==> config.mk <==
export PLATFORM = sky130hd
export DESIGN_NAME = alu_serial_seq_flat
export DESIGN_NICKNAME = d
export VERILOG_FILES = /design/src/rtl/alu_pkg.sv /design/src/rtl/alu_serial_seq_if.sv /design/src/rtl/alu_bit_cell.sv /design/src/rtl/alu_serial_seq.sv /design/src/flat_wrapper.sv
export SDC_FILE = /design/constraint.sdc
export NUM_CORES = 1
export LEC_CHECK = 0
export CAP_MARGIN = 20
export CORE_ASPECT_RATIO = 2
export CORE_MARGIN = 5
export CORE_UTILIZATION = 25
export CTS_CLUSTER_SIZE = 8
export DETAILED_ROUTE_END_ITERATION = 8
export PLACE_DENSITY = 0.57
export SLEW_MARGIN = 20
export SYNTH_ARGS = -nofsm -noshare
export SYNTH_HDL_FRONTEND = slang
export SYNTH_SLANG_ARGS = --single-unit
export TNS_END_PERCENT = 30
==> constraint.sdc <==
create_clock -name clk -period 3.6 [get_ports clk]
set_input_delay 0.72 -clock clk [delete_from_list [all_inputs] [get_ports clk]]
set_output_delay 0.72 -clock clk [all_outputs]
set_load 0.005 [all_outputs]
==> src/rtl/alu_pkg.sv <==
// Shared encodings for the bit-serial ALU sequencer: control words, op field
// values and the sequencer state encoding.
package alu_pkg;

  localparam logic [3:0] ALU_AND = 4'b0000;
  localparam logic [3:0] ALU_OR  = 4'b0001;
  localparam logic [3:0] ALU_ADD = 4'b0010;
  localparam logic [3:0] ALU_SUB = 4'b0110;
  localparam logic [3:0] ALU_SLT = 4'b0111;
  localparam logic [3:0] ALU_NOR = 4'b1100;

  localparam logic [1:0] OP_AND = 2'b00;
  localparam logic [1:0] OP_OR  = 2'b01;
  localparam logic [1:0] OP_ADD = 2'b10;
  localparam logic [1:0] OP_SLT = 2'b11;

  typedef enum logic [1:0] {
    IDLE = 2'd0,
    RUN  = 2'd1,
    DONE = 2'd2
  } state_t;

endpackage

==> src/rtl/alu_serial_seq_if.sv <==
// Operand/result handshake bundle between a requester and the serial ALU.
interface alu_serial_seq_if #(
  parameter int WIDTH = 24
);
  logic             in_valid;
  logic             in_ready;
  logic [WIDTH-1:0] a;
  logic [WIDTH-1:0] b;
  logic [3:0]       alu_ctl;
  logic             out_valid;
  logic             out_ready;
  logic [WIDTH-1:0] result;
  logic             zero;
  logic             overflow;
  logic             cout;

  modport master (
    output in_valid, a, b, alu_ctl, out_ready,
    input  in_ready, out_valid, result, zero, overflow, cout
  );

  modport slave (
    input  in_valid, a, b, alu_ctl, out_ready,
    output in_ready, out_valid, result, zero, overflow, cout
  );
endinterface

==> src/rtl/alu_bit_cell.sv <==
// Combinational 1-bit ALU cell: optional operand inversion, AND/OR/ADD/LESS
// select, full-adder carry chain link.
module alu_bit_cell
  import alu_pkg::*;
(
  input  logic       a,
  input  logic       b,
  input  logic       ainv,
  input  logic       binv,
  input  logic       cin,
  input  logic       less,
  input  logic [1:0] op,
  output logic       res,
  output logic       cout,
  output logic       sum
);
  logic a1;
  logic b1;

  always_comb begin
    a1   = a ^ ainv;
    b1   = b ^ binv;
    sum  = a1 ^ b1 ^ cin;
    cout = (a1 & b1) | (cin & (a1 ^ b1));
    case (op)
      OP_AND:  res = a1 & b1;
      OP_OR:   res = a1 | b1;
      OP_ADD:  res = sum;
      default: res = less;
    endcase
  end
endmodule

==> src/rtl/alu_serial_seq.sv <==
// Bit-serial ALU sequencer: walks one alu_bit_cell across WIDTH cycles, LSB
// first, and hands back the full-width result and flags on a valid/ready port.
module alu_serial_seq
  import alu_pkg::*;
#(
  parameter int WIDTH = 24,
  parameter int CNTW  = 5
) (
  input  logic           clk,
  input  logic           reset,
  alu_serial_seq_if.slave bus
);
  state_t           state;
  state_t           state_nxt;
  logic [WIDTH-1:0] a_sh;
  logic [WIDTH-1:0] b_sh;
  logic [WIDTH-1:0] res_sh;
  logic [WIDTH-1:0] res_nxt;
  logic [3:0]       ctl_q;
  logic [CNTW-1:0]  cnt;
  logic             carry;
  logic             zero_q;
  logic             ovf_q;
  logic             cout_q;
  logic             bit_res;
  logic             bit_cout;
  logic             bit_sum;
  logic             accept;
  logic             last_bit;
  logic             ovf_nxt;

  alu_bit_cell u_cell (
    .a    (a_sh[0]),
    .b    (b_sh[0]),
    .ainv (ctl_q[3]),
    .binv (ctl_q[2]),
    .cin  (carry),
    .less (1'b0),
    .op   (ctl_q[1:0]),
    .res  (bit_res),
    .cout (bit_cout),
    .sum  (bit_sum)
  );

  assign accept   = (state == IDLE) && bus.in_valid;
  assign last_bit = (cnt == CNTW'(WIDTH - 1));
  // Op[1] set means ADD or SLT, the only ops where overflow is meaningful
  assign ovf_nxt  = ctl_q[1] & (carry ^ bit_cout);

  always_comb begin
    res_nxt = {bit_res, res_sh[WIDTH-1:1]};
    if (last_bit && (ctl_q[1:0] == OP_SLT)) begin
      res_nxt = {{(WIDTH-1){1'b0}}, bit_sum ^ ovf_nxt};
    end
  end

  always_comb begin
    state_nxt = state;
    case (state)
      IDLE:    if (bus.in_valid) state_nxt = RUN;
      RUN:     if (last_bit) state_nxt = DONE;
      DONE:    if (bus.out_ready) state_nxt = IDLE;
      default: state_nxt = IDLE;
    endcase
  end

  always_ff @(posedge clk or posedge reset) begin
    if (reset) state <= IDLE;
    else       state <= state_nxt;
  end

  always_ff @(posedge clk or posedge reset) begin
    if (reset) begin
      a_sh   <= '0;
      b_sh   <= '0;
      res_sh <= '0;
      ctl_q  <= '0;
      cnt    <= '0;
      carry  <= 1'b0;
      zero_q <= 1'b0;
      ovf_q  <= 1'b0;
      cout_q <= 1'b0;
    end else if (accept) begin
      a_sh  <= bus.a;
      b_sh  <= bus.b;
      ctl_q <= bus.alu_ctl;
      carry <= bus.alu_ctl[2];
      cnt   <= '0;
    end else if (state == RUN) begin
      a_sh   <= {1'b0, a_sh[WIDTH-1:1]};
      b_sh   <= {1'b0, b_sh[WIDTH-1:1]};
      carry  <= bit_cout;
      res_sh <= res_nxt;
      if (last_bit) begin
        zero_q <= (res_nxt == '0);
        ovf_q  <= ovf_nxt;
        cout_q <= bit_cout;
      end else begin
        cnt <= cnt + CNTW'(1);
      end
    end
  end

  assign bus.in_ready  = (state == IDLE);
  assign bus.out_valid = (state == DONE);
  assign bus.result    = res_sh;
  assign bus.zero      = zero_q;
  assign bus.overflow  = ovf_q;
  assign bus.cout      = cout_q;
endmodule

==> src/flat_wrapper.sv <==
// flat-port wrapper written by rule: the top's interface ports become plain ports
module alu_serial_seq_flat import alu_pkg::*;
#(
  parameter int WIDTH = 24,
  parameter int CNTW  = 5
)
  (clk, reset, bus_in_valid, bus_a, bus_b, bus_alu_ctl, bus_out_ready, bus_in_ready, bus_out_valid, bus_result, bus_zero, bus_overflow, bus_cout);
  alu_serial_seq_if #(.WIDTH(WIDTH)) bus_i ();
  input  logic clk;
  input  logic reset;
  input wire logic [$bits(bus_i.in_valid)-1:0] bus_in_valid;
  input wire logic [$bits(bus_i.a)-1:0] bus_a;
  input wire logic [$bits(bus_i.b)-1:0] bus_b;
  input wire logic [$bits(bus_i.alu_ctl)-1:0] bus_alu_ctl;
  input wire logic [$bits(bus_i.out_ready)-1:0] bus_out_ready;
  output wire logic [$bits(bus_i.in_ready)-1:0] bus_in_ready;
  output wire logic [$bits(bus_i.out_valid)-1:0] bus_out_valid;
  output wire logic [$bits(bus_i.result)-1:0] bus_result;
  output wire logic [$bits(bus_i.zero)-1:0] bus_zero;
  output wire logic [$bits(bus_i.overflow)-1:0] bus_overflow;
  output wire logic [$bits(bus_i.cout)-1:0] bus_cout;
  assign bus_i.in_valid = bus_in_valid;
  assign bus_i.a = bus_a;
  assign bus_i.b = bus_b;
  assign bus_i.alu_ctl = bus_alu_ctl;
  assign bus_i.out_ready = bus_out_ready;
  assign bus_in_ready = bus_i.in_ready;
  assign bus_out_valid = bus_i.out_valid;
  assign bus_result = bus_i.result;
  assign bus_zero = bus_i.zero;
  assign bus_overflow = bus_i.overflow;
  assign bus_cout = bus_i.cout;
  alu_serial_seq #(.WIDTH(WIDTH), .CNTW(CNTW)) u_core (.clk(clk), .reset(reset), .bus(bus_i));
endmodule
Word level (Yosys, flattened, before mapping)

Index checks and enable logic that the tools add are counted.

Bits in registers: 87
Input bits: 56
Output and inout bits: 29
Word-level logic and storage cells: 58

Add/subtract/negate cells: 1
Eq/ne operators: 10
Mux-type cells: 15
Bitwise operators: 12
Reductions and logical operators: 10

Operators by type and width:

| cell                                                                    | number |
|---|---|
| 24-bit two-way mux                                                      | 5 |
| 24-bit logical NOT                                                      | 1 |
| 5-bit two-way mux                                                       | 3 |
| 2-bit == test, second input constant                                    | 3 |
| 2-bit two-way mux                                                       | 3 |
| 2-bit case mux with 3 select lines                                      | 1 |
| 3-bit AND reduction                                                     | 2 |
| 1-bit XOR                                                               | 6 |
| 5-bit by 1-bit adder with 5-bit output, second input constant           | 1 |
| 5-bit == test, second input constant                                    | 1 |
| 2-bit by 1-bit == test with 1-bit output, second input constant         | 2 |
| 2-bit logical NOT                                                       | 2 |
| 2-bit by 1-bit inequality test with 1-bit output, second input constant | 2 |
| 2-bit inequality test, second input constant                            | 2 |
| 2-bit AND reduction                                                     | 2 |
| 1-bit AND                                                               | 3 |
| 1-bit case mux with 3 select lines                                      | 1 |
| 1-bit logical AND                                                       | 2 |
| 1-bit two-way mux                                                       | 2 |
| 1-bit OR                                                                | 2 |
| 2-bit nonzero test                                                      | 1 |
| 1-bit NOT                                                               | 1 |

Logic depth before layout (Yosys ltp)

Word-level depth: 9
Depth in mapped cells: 7
Gate-level depth less buffers: 7

By module

From an unflattened synthesis, not the netlist that was laid out.

Cell total of the unflattened synthesis: 399
Area total of the unflattened synthesis: 3826.2 sq um

Modules (own cells, without submodules):

| module         | times used | cells an instance | area an instance (sq um) | seq. area each (sq um) |
|---|---|---|---|---|
| alu_serial_seq | 1          | 387               | 3718.6                   | 2177.1 |
| alu_bit_cell   | 1          | 12                | 107.6                    | 0.0 |

Least setup slack after synthesis

Ideal clock, no wire load.

Path kind: reg2reg
From: reg u_core.a_sh[0]
To: reg u_core.res_sh[0], in the netlist u_core.bus.result[0]
Setup time: 125 ps
Arrival time: 2064 ps
Data required time: 3475 ps
Slack: 1411 ps
Stages on the path, launching flop included: 8
Buffers on the path: 0
Clock period less this slack: 2189 ps
Cells stage by stage: dfrtp_1 xnor2_1 inv_1 fa_1 xor2_1 a311o_1 o22a_1 mux2_2

Word-level cells in the longest chain between the ends: 8
Elaborated cells on any way between the ends: 10
Classes of those cells: mux (1); bitwise (9)

Ends and longest elaborated chain:

| what                   | line                 | text |
|---|---|---|
| start, declared        | alu_serial_seq.sv:15 | `logic [WIDTH-1:0] a_sh;` |
| start signal, assigned | alu_serial_seq.sv:84 | `a_sh <= bus.a;` |
| start signal, assigned | alu_serial_seq.sv:90 | `a_sh <= {1'b0, a_sh[WIDTH-1:1]};` |
| 1-bit XOR *            | alu_bit_cell.sv:21   | `a1 = a ^ ainv;` |
| 1-bit XOR              | alu_bit_cell.sv:24   | `cout = (a1 & b1) \| (cin & (a1 ^ b1));` |
| 1-bit AND              | alu_bit_cell.sv:24   |  |
| 1-bit OR *             | alu_bit_cell.sv:24   |  |
| net u_core.bit_cout    | alu_serial_seq.sv:26 | `logic bit_cout;` |
| 1-bit XOR *            | alu_serial_seq.sv:48 | `assign ovf_nxt = ctl_q[1] & (carry ^ bit_cout);` |
| 1-bit AND *            | alu_serial_seq.sv:48 |  |
| 1-bit XOR *            | alu_serial_seq.sv:53 | `res_nxt = {{(WIDTH-1){1'b0}}, bit_sum ^ ovf_nxt};` |
| 24-bit two-way mux *   | alu_serial_seq.sv:52 | `if (last_bit && (ctl_q[1:0] == OP_SLT)) begin` |
| end signal, assigned   | alu_serial_seq.sv:93 | `res_sh <= res_nxt;` |
| end, declared          | alu_serial_seq.sv:17 | `logic [WIDTH-1:0] res_sh;` |

Mark *: on every way through the listed nets, which the timed path passes. The rest lies on a longest branch.
A chain may end at the register's enable or synchronous reset.

Worst setup path in the final report

Same ends and word-level chain as after synthesis.

==> parameters.txt <==
Parameter                              Value

Outcome
  Outcome    completed

Yosys
  Synthesized Nets    455
  Post-synthesis sequential area ratio    0.575
  Synth area leader    sky130_fd_sc_hd__dfrtp_1
  Fraction of post-synthesis cell area in the top cell type by area    0.575
  Synth Register Bits    87
  Post-Syn Instances    395
  Number of distinct library cells after synthesis    33
  Synthesis warning total    0
  Share of async-settable or async-resettable flops after synthesis    1.00
  Top cells by instance count after synthesis    150 x sky130_fd_sc_hd__nand2_1, 87 x sky130_fd_sc_hd__dfrtp_1, 47 x sky130_fd_sc_hd__a22oi_1
  Post-synth top flop    sky130_fd_sc_hd__dfrtp_1
  Total standard cell area after synthesis    3780 um2
  Dominant cell by count in the synthesized netlist    sky130_fd_sc_hd__nand2_1
  Mapped Avg Cell Area    9.58 um2
  Dominant cells by area after synthesis    sky130_fd_sc_hd__dfrtp_1 58%, sky130_fd_sc_hd__nand2_1 15%, sky130_fd_sc_hd__a22oi_1 9.3%, sky130_fd_sc_hd__o21ai_0 4.0%, sky130_fd_sc_hd__mux2_2 2.1%
  Number of synthesized flops with an enable pin    0

STA
  Max frequency    0.424 GHz
  Summed negative setup slack over all endpoints    0 ns
  Max Slew Vio Count    0
  Share of the clock period used by the worst path    0.655
  Final setup violation count    0
  Final number of hold-violating endpoints    0
  Fin crit period    2.36 ns
  Fin Clk Skew    0.00713 ns
  Worst-case setup margin in the final layout    1.24 ns
  Slew @ Worst Pin    0.843 ns
  Max-slew headroom at the worst pin    0.438
  RSZ-0062 raised after global routing    no

Setup path
  Setup crit start kind    flop
  Setup crit start    u_core.a_sh[0]$_DFFE_PP0P_
  Worst reg2reg path startpoint    u_core.a_sh[0]$_DFFE_PP0P_
  Critical Path Fanout Max    3
  Depth of the most critical reg-to-reg path    7
  Reg2Reg Capture Point    u_core.bus.result[0]$_DFFE_PP0P_
  Data arrival, critical path    2.57 ns
  Cell with the largest stage delay on the worst path    sky130_fd_sc_hd__fa_1
  Endpoint kind of the worst setup timing path    flop
  Start-to-end type of the worst setup path    reg -> reg
  Required time at the endpoint of the critical path    3.81 ns
  Worst reg2reg setup slack    1.24 ns
  Slowest stage delay, CP    0.49 ns
  Critical path cell sequence    xnor2_1 > inv_1 > fa_1 > xor2_1 > a311o_1 > o22a_1 > mux2_2

Hold path
  Type of the tightest min-delay check    reg -> reg
  Origin of the worst min-delay path    u_core.a_sh[11]$_DFFE_PP0P_
  Number of cells traversed by the worst hold path    2
  Terminating pin of the worst hold path    u_core.a_sh[11]$_DFFE_PP0P_

Clock network
  Sink Count    87
  Count of hold buffers inserted by post-cts repair    0
  Count of H-tree levels built during CTS    3
  Clock transition at path regs    0.06 ns
  Clock latency on the worst-skew pair    0.33 ns
  Clk buf depth    2
  Number of buffers added by the clock tree synthesis step    9
  Number of gates given a new drive strength after cts    0
  CTS tree    done
  Postcts setup bufs    0
  Clock root buffer    sky130_fd_sc_hd__clkbuf_16

Finish
  Final antenna diode count    0
  Area of the multi-input gates    1490 um2
  Final core area utilization    0.348
  Layout cell share with drive strength beyond 1    0.0776
  Footprint of the flip-flops and latches    2180 um2
  Post-layout net count    532
  Number of fillers in the final layout    1566
  Signed area change from the synthesized netlist to the final layout    36.4%

Drt
  Detailed Route WL    9870 um
  Max layer used    met4
  Met2 wire length    5470 um
  1st-pass router iterations    5
  Routed via count divided by cell count    4.60
  Number of design rule violations left after detail routing    0
  Final routed wire length divided by cell count    14.7 um
  Initial detailed-routing violation count    118
  Wire length the detailed router placed on met1    3810 um
  Vias after detailed routing    3089
  Detail Route met3 WL    364 um
  Remaining number of nets flagged by the antenna check after routing    0

Placed design
  HPWL after detailed placement    7240 um
  Final GP Congestion    0.774
  Number of buffers added on ports    84
  Setup slack at placement    1.10 ns

Global routing
  Wire length of the first global-routing pass    16500 um
  Pin count of the biggest net entering global routing    50
  GR Overflow Total    0
  Overall Global Routing Usage    0.114
  Vias in the first global route    3283
  Number of antenna violations at the first check in global routing    0

Die
  Initial Util    0.255
  Io pins    85
  Die height    184 um
  Floorplan row count    63
  Die span in x    97.0 um
  Die area    17800 um2
  Total core area    14800 um2

Power and ir drop
  Highest ir drop seen on vdd    0.000284 V
  PwrDens    805 nW/um2
  Static power due to leakage    0.00230 uW

Run
  Number of max-capacitance violations reported    0
## state kept, by name (all words and copies together), names as in the netlist, 2 cells and up
register	flops
u_core.ctl_q	4
u_core.cnt	5
u_core.a_sh	24
u_core.state	2
u_core.bus.result	24
u_core.b_sh	24
## how the worst max path moves through the flow
stage	end	cells past startpoint	slack [ns]
after detailed placement	u_core.b_sh[17]$_DFFE_PP0P_	6	1.10
final	u_core.bus.result[0]$_DFFE_PP0P_	7	1.24
after floorplan	u_core.a_sh[0]$_DFFE_PP0P_	1	0.63
after global routing	u_core.bus.result[0]$_DFFE_PP0P_	7	1.07
after CTS	u_core.bus.result[0]$_DFFE_PP0P_	7	1.21
after global placement	u_core.b_sh[16]$_DFFE_PP0P_	6	1.13
## layer usage
layer | vias up | track usage
met5 | - | 0
met4 | 0 | 0.0574
met3 | 11 | 0.0228
met2 | 69 | 0.210
met1 | 1511 | 0.122
li1 | 1498 | -
## critical path, delay by kind of cell (launching register included)
kind / cells / cell delay (ns)
compound gates: 2 / 0.54
mux: 1 / 0.26
flops: 1 / 0.39
fa+ha+maj: 1 / 0.49
xor+xnor: 2 / 0.45
buf+inv: 1 / 0.12
## report_power, final
group          switching (uW)  internal [uW]  total (uW)
Sequential                317           1390        1710
Combinational             729            717        1450
Clock                     373            624         997
Total                    1420           2740        4150
## final cells by class
type                            instances  area share
Sequential cell                        87       0.422
Multi-Input combinational cell        277       0.288
Timing Repair Buffer                   91       0.176
Tap cell                              195      0.0473
Clock buffer                           10      0.0463
Clock inverter                          6      0.0162
Inverter                                6     0.00461
## logic make-up after synthesis
kind of cell	count (synthesis)	synth area share
flops	87	0.575
fa+ha+maj	4	0.0152
buf+inv	31	0.0357
simple gates	174	0.188
xor+xnor	5	0.0116
mux	7	0.0208
compound gates	87	0.153
## through the flow
stage	hold WS (ns)	power, uW	instance area [um2]	std cells
after floorplan	0.446	2600	3780	395
after global placement	0.458	3130	4840	656
after detailed placement	0.464	3220	4840	656
after CTS	0.480	4240	5160	672
after global routing	0.499	4510	5160	672
final	0.476	4150	5160	672
## cells in the final DEF (no fill, tap or decap), types with 2 or more instances in the layout
cell and n:
sky130_fd_sc_hd__a21oi_1 4, sky130_fd_sc_hd__a22oi_1 47, sky130_fd_sc_hd__buf_4 6, sky130_fd_sc_hd__bufinv_16 2
sky130_fd_sc_hd__clkbuf_16 9, sky130_fd_sc_hd__clkdlybuf4s50_1 84, sky130_fd_sc_hd__clkinv_2 4, sky130_fd_sc_hd__dfrtp_1 87
sky130_fd_sc_hd__ha_1 3, sky130_fd_sc_hd__inv_1 5, sky130_fd_sc_hd__mux2_2 7, sky130_fd_sc_hd__nand2_1 150
sky130_fd_sc_hd__nand2b_1 2, sky130_fd_sc_hd__nand3_1 2, sky130_fd_sc_hd__nor2_1 5, sky130_fd_sc_hd__nor4_1 5
sky130_fd_sc_hd__o21ai_0 30, sky130_fd_sc_hd__xnor2_1 2, sky130_fd_sc_hd__xor2_1 3
No activity file was read; power rests on OpenSTA's default activity.
==> patch 1, RTL diff (same settings) <==
`WIDTH` is set to 24 in 3 places; all go to 36.
--- a/src/rtl/alu_serial_seq_if.sv
+++ b/src/rtl/alu_serial_seq_if.sv
@@ -1,6 +1,6 @@
 // Operand/result handshake bundle between a requester and the serial ALU.
 interface alu_serial_seq_if #(
-  parameter int WIDTH = 24
+  parameter int WIDTH = 36
 );
   logic             in_valid;
   logic             in_ready;
--- a/src/rtl/alu_serial_seq.sv
+++ b/src/rtl/alu_serial_seq.sv
@@ -3,7 +3,7 @@
 module alu_serial_seq
   import alu_pkg::*;
 #(
-  parameter int WIDTH = 24,
+  parameter int WIDTH = 36,
   parameter int CNTW  = 5
 ) (
   input  logic           clk,
--- a/src/flat_wrapper.sv
+++ b/src/flat_wrapper.sv
@@ -1,7 +1,7 @@
 // flat-port wrapper written by rule: the top's interface ports become plain ports
 module alu_serial_seq_flat import alu_pkg::*;
 #(
-  parameter int WIDTH = 24,
+  parameter int WIDTH = 36,
   parameter int CNTW  = 5
 )
   (clk, reset, bus_in_valid, bus_a, bus_b, bus_alu_ctl, bus_out_ready, bus_in_ready, bus_out_valid, bus_result, bus_zero, bus_overflow, bus_cout);
Ports: changed (resized bus_a, bus_b and bus_result); port bits go from 85 to 121. The function was not compared with the original's and may differ.
==> patch 1 against the original RTL <==
Final area up 44%. Area after synthesis up 40%. Sequential cell count up 36. Global-route usage up 1.2 points. Highest routed layer unchanged. Die area up 36%. Register-to-register slack better by 0.08 ns. Total power up 62%. Setup slack better by 0.0035 ns. Hold slack worse by 0.0032 ns. Clock skew about the same. Routed wire length up 48%. First-iteration DRC count up 140%.
==> patch 1: results (changes against the original RTL) <==
SETUP.WORST_PATH.END='bus_out_valid'
PRE_CTS_WS_NS=0.842  # -0.254 ns
SKEW_NS=0.00664  # -0.000492 ns
NUMBER_OF_CELL_INSTANCES_ON_THE_WORST_REGISTER_TO_REGISTER_PATH=6  # -1
VIASPERCELL=4.57  # -0.55%
MAPPEDNETLISTNETS=641  # +41%
SW_FRAC_OF_TOTAL_PCT=36.6  # +2.5 points
REG2REG_SETUP_SLACK_NS=1.32  # +0.08 ns
CP_MAX_FO=5  # +2
POST_ROUTE_CELLS_DRIVE_ABOVE_1_SHARE_PCT=7.48  # -0.28 points
GRT_MAX_DEGREE=59  # +18%
GROUTE.USAGE.OVERALL_PCT=12.6  # +1.2 points
GRT_FIRST_PASS_WIRELENGTH_MICRONS=24400  # +48%
PLACE_HPWL_MICRONS=10100  # +40%
H-TREE-DEPTH=4  # +1
ROUTED_WL_MICRONS=14600  # +48%
HOLD_PATH_STARTPOINT='u_core.a_sh[3]'
VIA_COUNT_OF_THE_FIRST_GLOBAL_ROUTING_PASS=4643  # +41%
WORST_IR_DROP_VDD_uV=380  # +34%
RELSLEWSLACK_PCT=44.5  # +0.69 points
DESIGN.FINAL.NETS=753  # +42%
FRACTION_OF_THE_YOSYS_AREA_TAKEN_BY_SEQUENTIAL_CELLS_PCT=58.2  # +0.62 points
STATIC-LEAKAGE-POWER_nW=3.26  # +41%
SYNTH_COMMONEST_CELLS='220 x sky130_fd_sc_hd__nand2_1, 123 x sky130_fd_sc_hd__dfrtp_1, 71 x sky130_fd_sc_hd__a22oi_1'
POSTLAYOUTSETUPSLACKWORST_NS=1.25  # +0.00354 ns
OUTCOME='finished clean'
YS_TYPES=36  # +9.1%
-- patch 1: per-layer routing --
layer  routed length [microns]  vias to the layer above  track usage (%)  part of all wire, %
li1                          -                     2125                -                    -
met3                       651                       17             2.69                  4.5
met2                      7930                       99             22.3                   54
met4                       295                        0             5.58                  2.0
met5                         0                        -                0                    0
met1                      5760                     2120             14.3                   39
-- patch 1: kinds of logic after synthesis --
group,count (synthesis),synth area share (%)
fa+ha+maj,4,1.09
compound gates,121,15.3
flops,123,58.2
simple gates,256,19.9
buf+inv,42,3.57
xor+xnor,7,1.16
mux,4,0.851
-- patch 1: power by group through the flow --
stage	Combinational [W]	Clock [W]	Sequential [W]
detailed placement	0.00254	0	0.00248
floorplan	0.00171	0	0.00236
finish	0.00246	0.00180	0.00246
global route	0.00286	0.00191	0.00255
global placement	0.00247	0	0.00248
CTS	0.00254	0.00185	0.00247
-- patch 1: cell type report --
cell class	count	share of cell area (%)
flip-flops and latches	123	41.5
multi-input cells	392	27.6
repair buffers	130	17.6
clock buffers	20	6.03
well taps	269	4.54
clock inverters	12	2.31
inverters	5	0.304
diodes	3	0.101
-- patch 1: through the flow --
stage / util (%) / cells / power (W) / area (sq um)
after global routing: 35.4 / 953 / 0.00731 / 7410
after global placement: 32.4 / 919 / 0.00495 / 6780
after floorplan: - / 557 / 0.00406 / 5300
final: 35.4 / 954 / 0.00672 / 7410
after detailed placement: 32.4 / 919 / 0.00502 / 6780
after CTS: 35.4 / 951 / 0.00686 / 7400
-- patch 1: critical path, stage by stage, from the launching register on --
cell	delay, ns
sky130_fd_sc_hd__dfrtp_1	0.44
sky130_fd_sc_hd__nand2b_1	0.19
sky130_fd_sc_hd__inv_1	0.07
sky130_fd_sc_hd__clkdlybuf4s50_1	0.52
==> patch 2, RTL diff (same settings) <==
Made on the original files. Reset style: synchronous (`reset`), changed in 2 clocked blocks.
--- a/src/rtl/alu_serial_seq.sv
+++ b/src/rtl/alu_serial_seq.sv
@@ -64,12 +64,12 @@
     endcase
   end
 
-  always_ff @(posedge clk or posedge reset) begin
+  always_ff @(posedge clk) begin
     if (reset) state <= IDLE;
     else       state <= state_nxt;
   end
 
-  always_ff @(posedge clk or posedge reset) begin
+  always_ff @(posedge clk) begin
     if (reset) begin
       a_sh   <= '0;
       b_sh   <= '0;
Check against the original RTL: differs if reset is asserted again (counterexample within 4 cycles, from zero or initial values and one cycle with reset high); with reset held inactive, the same outputs for 10 cycles.
==> patch 2 against the original RTL <==
Register-to-register slack improved by 0.17 ns. Area after synthesis is 6.0% lower. Critical path type is now reg2out. Highest routed layer unchanged. Sequential cell count unchanged. Largest cell class unchanged. Sequential share of layout area shrank 6.2 points. Routed wire length down 3.8%. Final area is 6.3% lower. Setup slack improved by 0.040 ns. Via count increased by 5.7%. Non-clock buffer count up 1.
Power is not compared: it rests on default switching activity, and its combinational part moved more than twofold at a synthesized area within 25%.
==> patch 2: results (changes against the original RTL) <==
TIMING.FINAL.CRIT_SHARE_PCT=64.4  # -1.1 points
SKEW_NS=0.00665  # -0.000488 ns
YS_TOP_CELLS_BY_AREA='sky130_fd_sc_hd__dfxtp_1 49%, sky130_fd_sc_hd__a21oi_1 12%, sky130_fd_sc_hd__a22oi_1 9.7%'
FRACTION_OF_THE_YOSYS_AREA_TAKEN_BY_SEQUENTIAL_CELLS_PCT=49.0  # -8.6 points
MAPPEDNETLISTNETS=478  # +5.1%
HOLD_PATH_END='u_core.a_sh[8]'
WORST_R2R_ENDPOINT='u_core.bus.zero'
GROUTE.USAGE.OVERALL_PCT=11.5  # +0.15 points
CTS_ROOT_BUF='sky130_fd_sc_hd__clkbuf_16'
POST_ROUTE_CELLS_DRIVE_ABOVE_1_SHARE_PCT=6.52  # -1.2 points
FILLER_CELL_COUNT=1467  # -6.3%
GRT_FIRST_PASS_WIRELENGTH_MICRONS=15400  # -6.5%
GRT_MAX_DEGREE=47  # -6.0%
CRITPATHMAXSTAGEDELAY_NS=0.53  # +0.04 ns
WORST_PIN_SLEW_NS=0.902  # +0.0594 ns
TIMING.CRITICAL_PATH.ARRIVAL_NS=1.60  # -0.97 ns
VIA_COUNT_OF_THE_FIRST_GLOBAL_ROUTING_PASS=3247  # -1.1%
GPL.FINAL_WEIGHTED_CONGESTION=0.764  # -1.3%
POST_DRT_WL_PER_CELL_MICRONS=14.0  # -4.9%
SYNTH_COMMONEST_CELLS='87 x sky130_fd_sc_hd__dfxtp_1, 86 x sky130_fd_sc_hd__nand2_1, 82 x sky130_fd_sc_hd__a21oi_1'
DESIGN.FINAL.NETS=546  # +2.6%
TRITONCTS.NUM_BUFFERS=9  # unchanged
CP_MAX_DELAY_CELL='sky130_fd_sc_hd__clkdlybuf4s50_1'
CP_MAX_FO=6  # +3
FIN_HOLD_WS_NS=0.454  # -0.0214 ns
POSTSYNTH.TOPFLOPCELL='sky130_fd_sc_hd__dfxtp_1'
YS_TYPES=38  # +15%
FRACTION_OF_REGISTERS_WITH_ASYNC_SET_OR_RESET_AFTER_SYNTHESIS_PCT=0  # -100 points
HOLD_PATH_STARTPOINT='u_core.a_sh[8]'
OUTCOME='finished clean'
CRIT-REG2REG-LAUNCH='u_core.cnt[0]'
VIASPERCELL=4.80  # +4.5%
DRT-PASS1-ITER-COUNT=4  # -1
PLACE_HPWL_MICRONS=6830  # -5.6%
STARTING_DRC_COUNT_IN_DETAILED_ROUTING=92  # -22%
CRITICAL-PATH-TOP-DELAY-FAMILY='buffers and inverters'
-- patch 2: final cells by class --
| cell class | instances | area [sq um] | share of cell area, % |
|---|---|---|---|
| Clock buffer | 10 | 239 | 4.94 |
| Inverter | 4 | 15.0 | 0.311 |
| Tap cell | 189 | 236 | 4.89 |
| Multi-Input combinational cell | 292 | 1640 | 33.9 |
| Clock inverter | 6 | 68.8 | 1.42 |
| Timing Repair Buffer | 92 | 896 | 18.5 |
| Sequential cell | 87 | 1740 | 36.0 |
-- patch 2: power groups by stage --
stage / Sequential (W) / Combinational (W) / Clock [W]
final: 0.00103 / 0.000243 / 0.000950
after floorplan: 0.00105 / 0.000149 / 0
after global placement: 0.00105 / 0.000241 / 0
after detailed placement: 0.00105 / 0.000247 / 0
after CTS: 0.00103 / 0.000248 / 0.000979
after global routing: 0.00104 / 0.000272 / 0.00102
-- patch 2: cell families (layout without fill, tap and decap cells) --
family / Yosys count / count (layout) / synth area share, %
AND/OR/NAND/NOR: 142 / 142 / 18.2
AO/OA/AOI/OAI: 137 / 137 / 23.4
flip-flops: 87 / 87 / 49.0
buffers and inverters: 39 / 112 / 5.35
XOR/XNOR: 6 / 6 / 1.48
adder cells (fa/ha/maj): 4 / 4 / 1.62
multiplexers: 3 / 3 / 0.915
-- patch 2: per-layer routing --
metal	global-route usage, %	wire [microns]
met5	0	0
met4	4.16	123
met3	2.44	364
met2	21.9	5230
met1	12.2	3780
-- patch 2: worst max-delay path by stage --
stage                                from  depth (start not counted)                    to
after CTS                 u_core.state[1]                          2         bus_out_valid
final                     u_core.state[1]                          2         bus_out_valid
after global placement       bus_in_valid                          5        u_core.b_sh[0]
after detailed placement     bus_in_valid                          5          u_core.carry
after global routing      u_core.state[1]                          2         bus_out_valid
after floorplan           u_core.ctl_q[3]                          7  u_core.bus.result[0]
-- patch 2: tightest hold or removal path: stages, from the launching register on --
cell	delay (ns)
sky130_fd_sc_hd__dfxtp_1	0.31
sky130_fd_sc_hd__nand2_1	0.05
sky130_fd_sc_hd__a21oi_1	0.05
-- patch 2: stage by stage --
step / std cells / total power [W] / area, sq um
finish: 680 / 0.00222 / 4830
global placement: 664 / 0.00129 / 4530
floorplan: 418 / 0.00119 / 3560
global route: 680 / 0.00233 / 4830
CTS: 680 / 0.00226 / 4830
detailed placement: 664 / 0.00130 / 4530
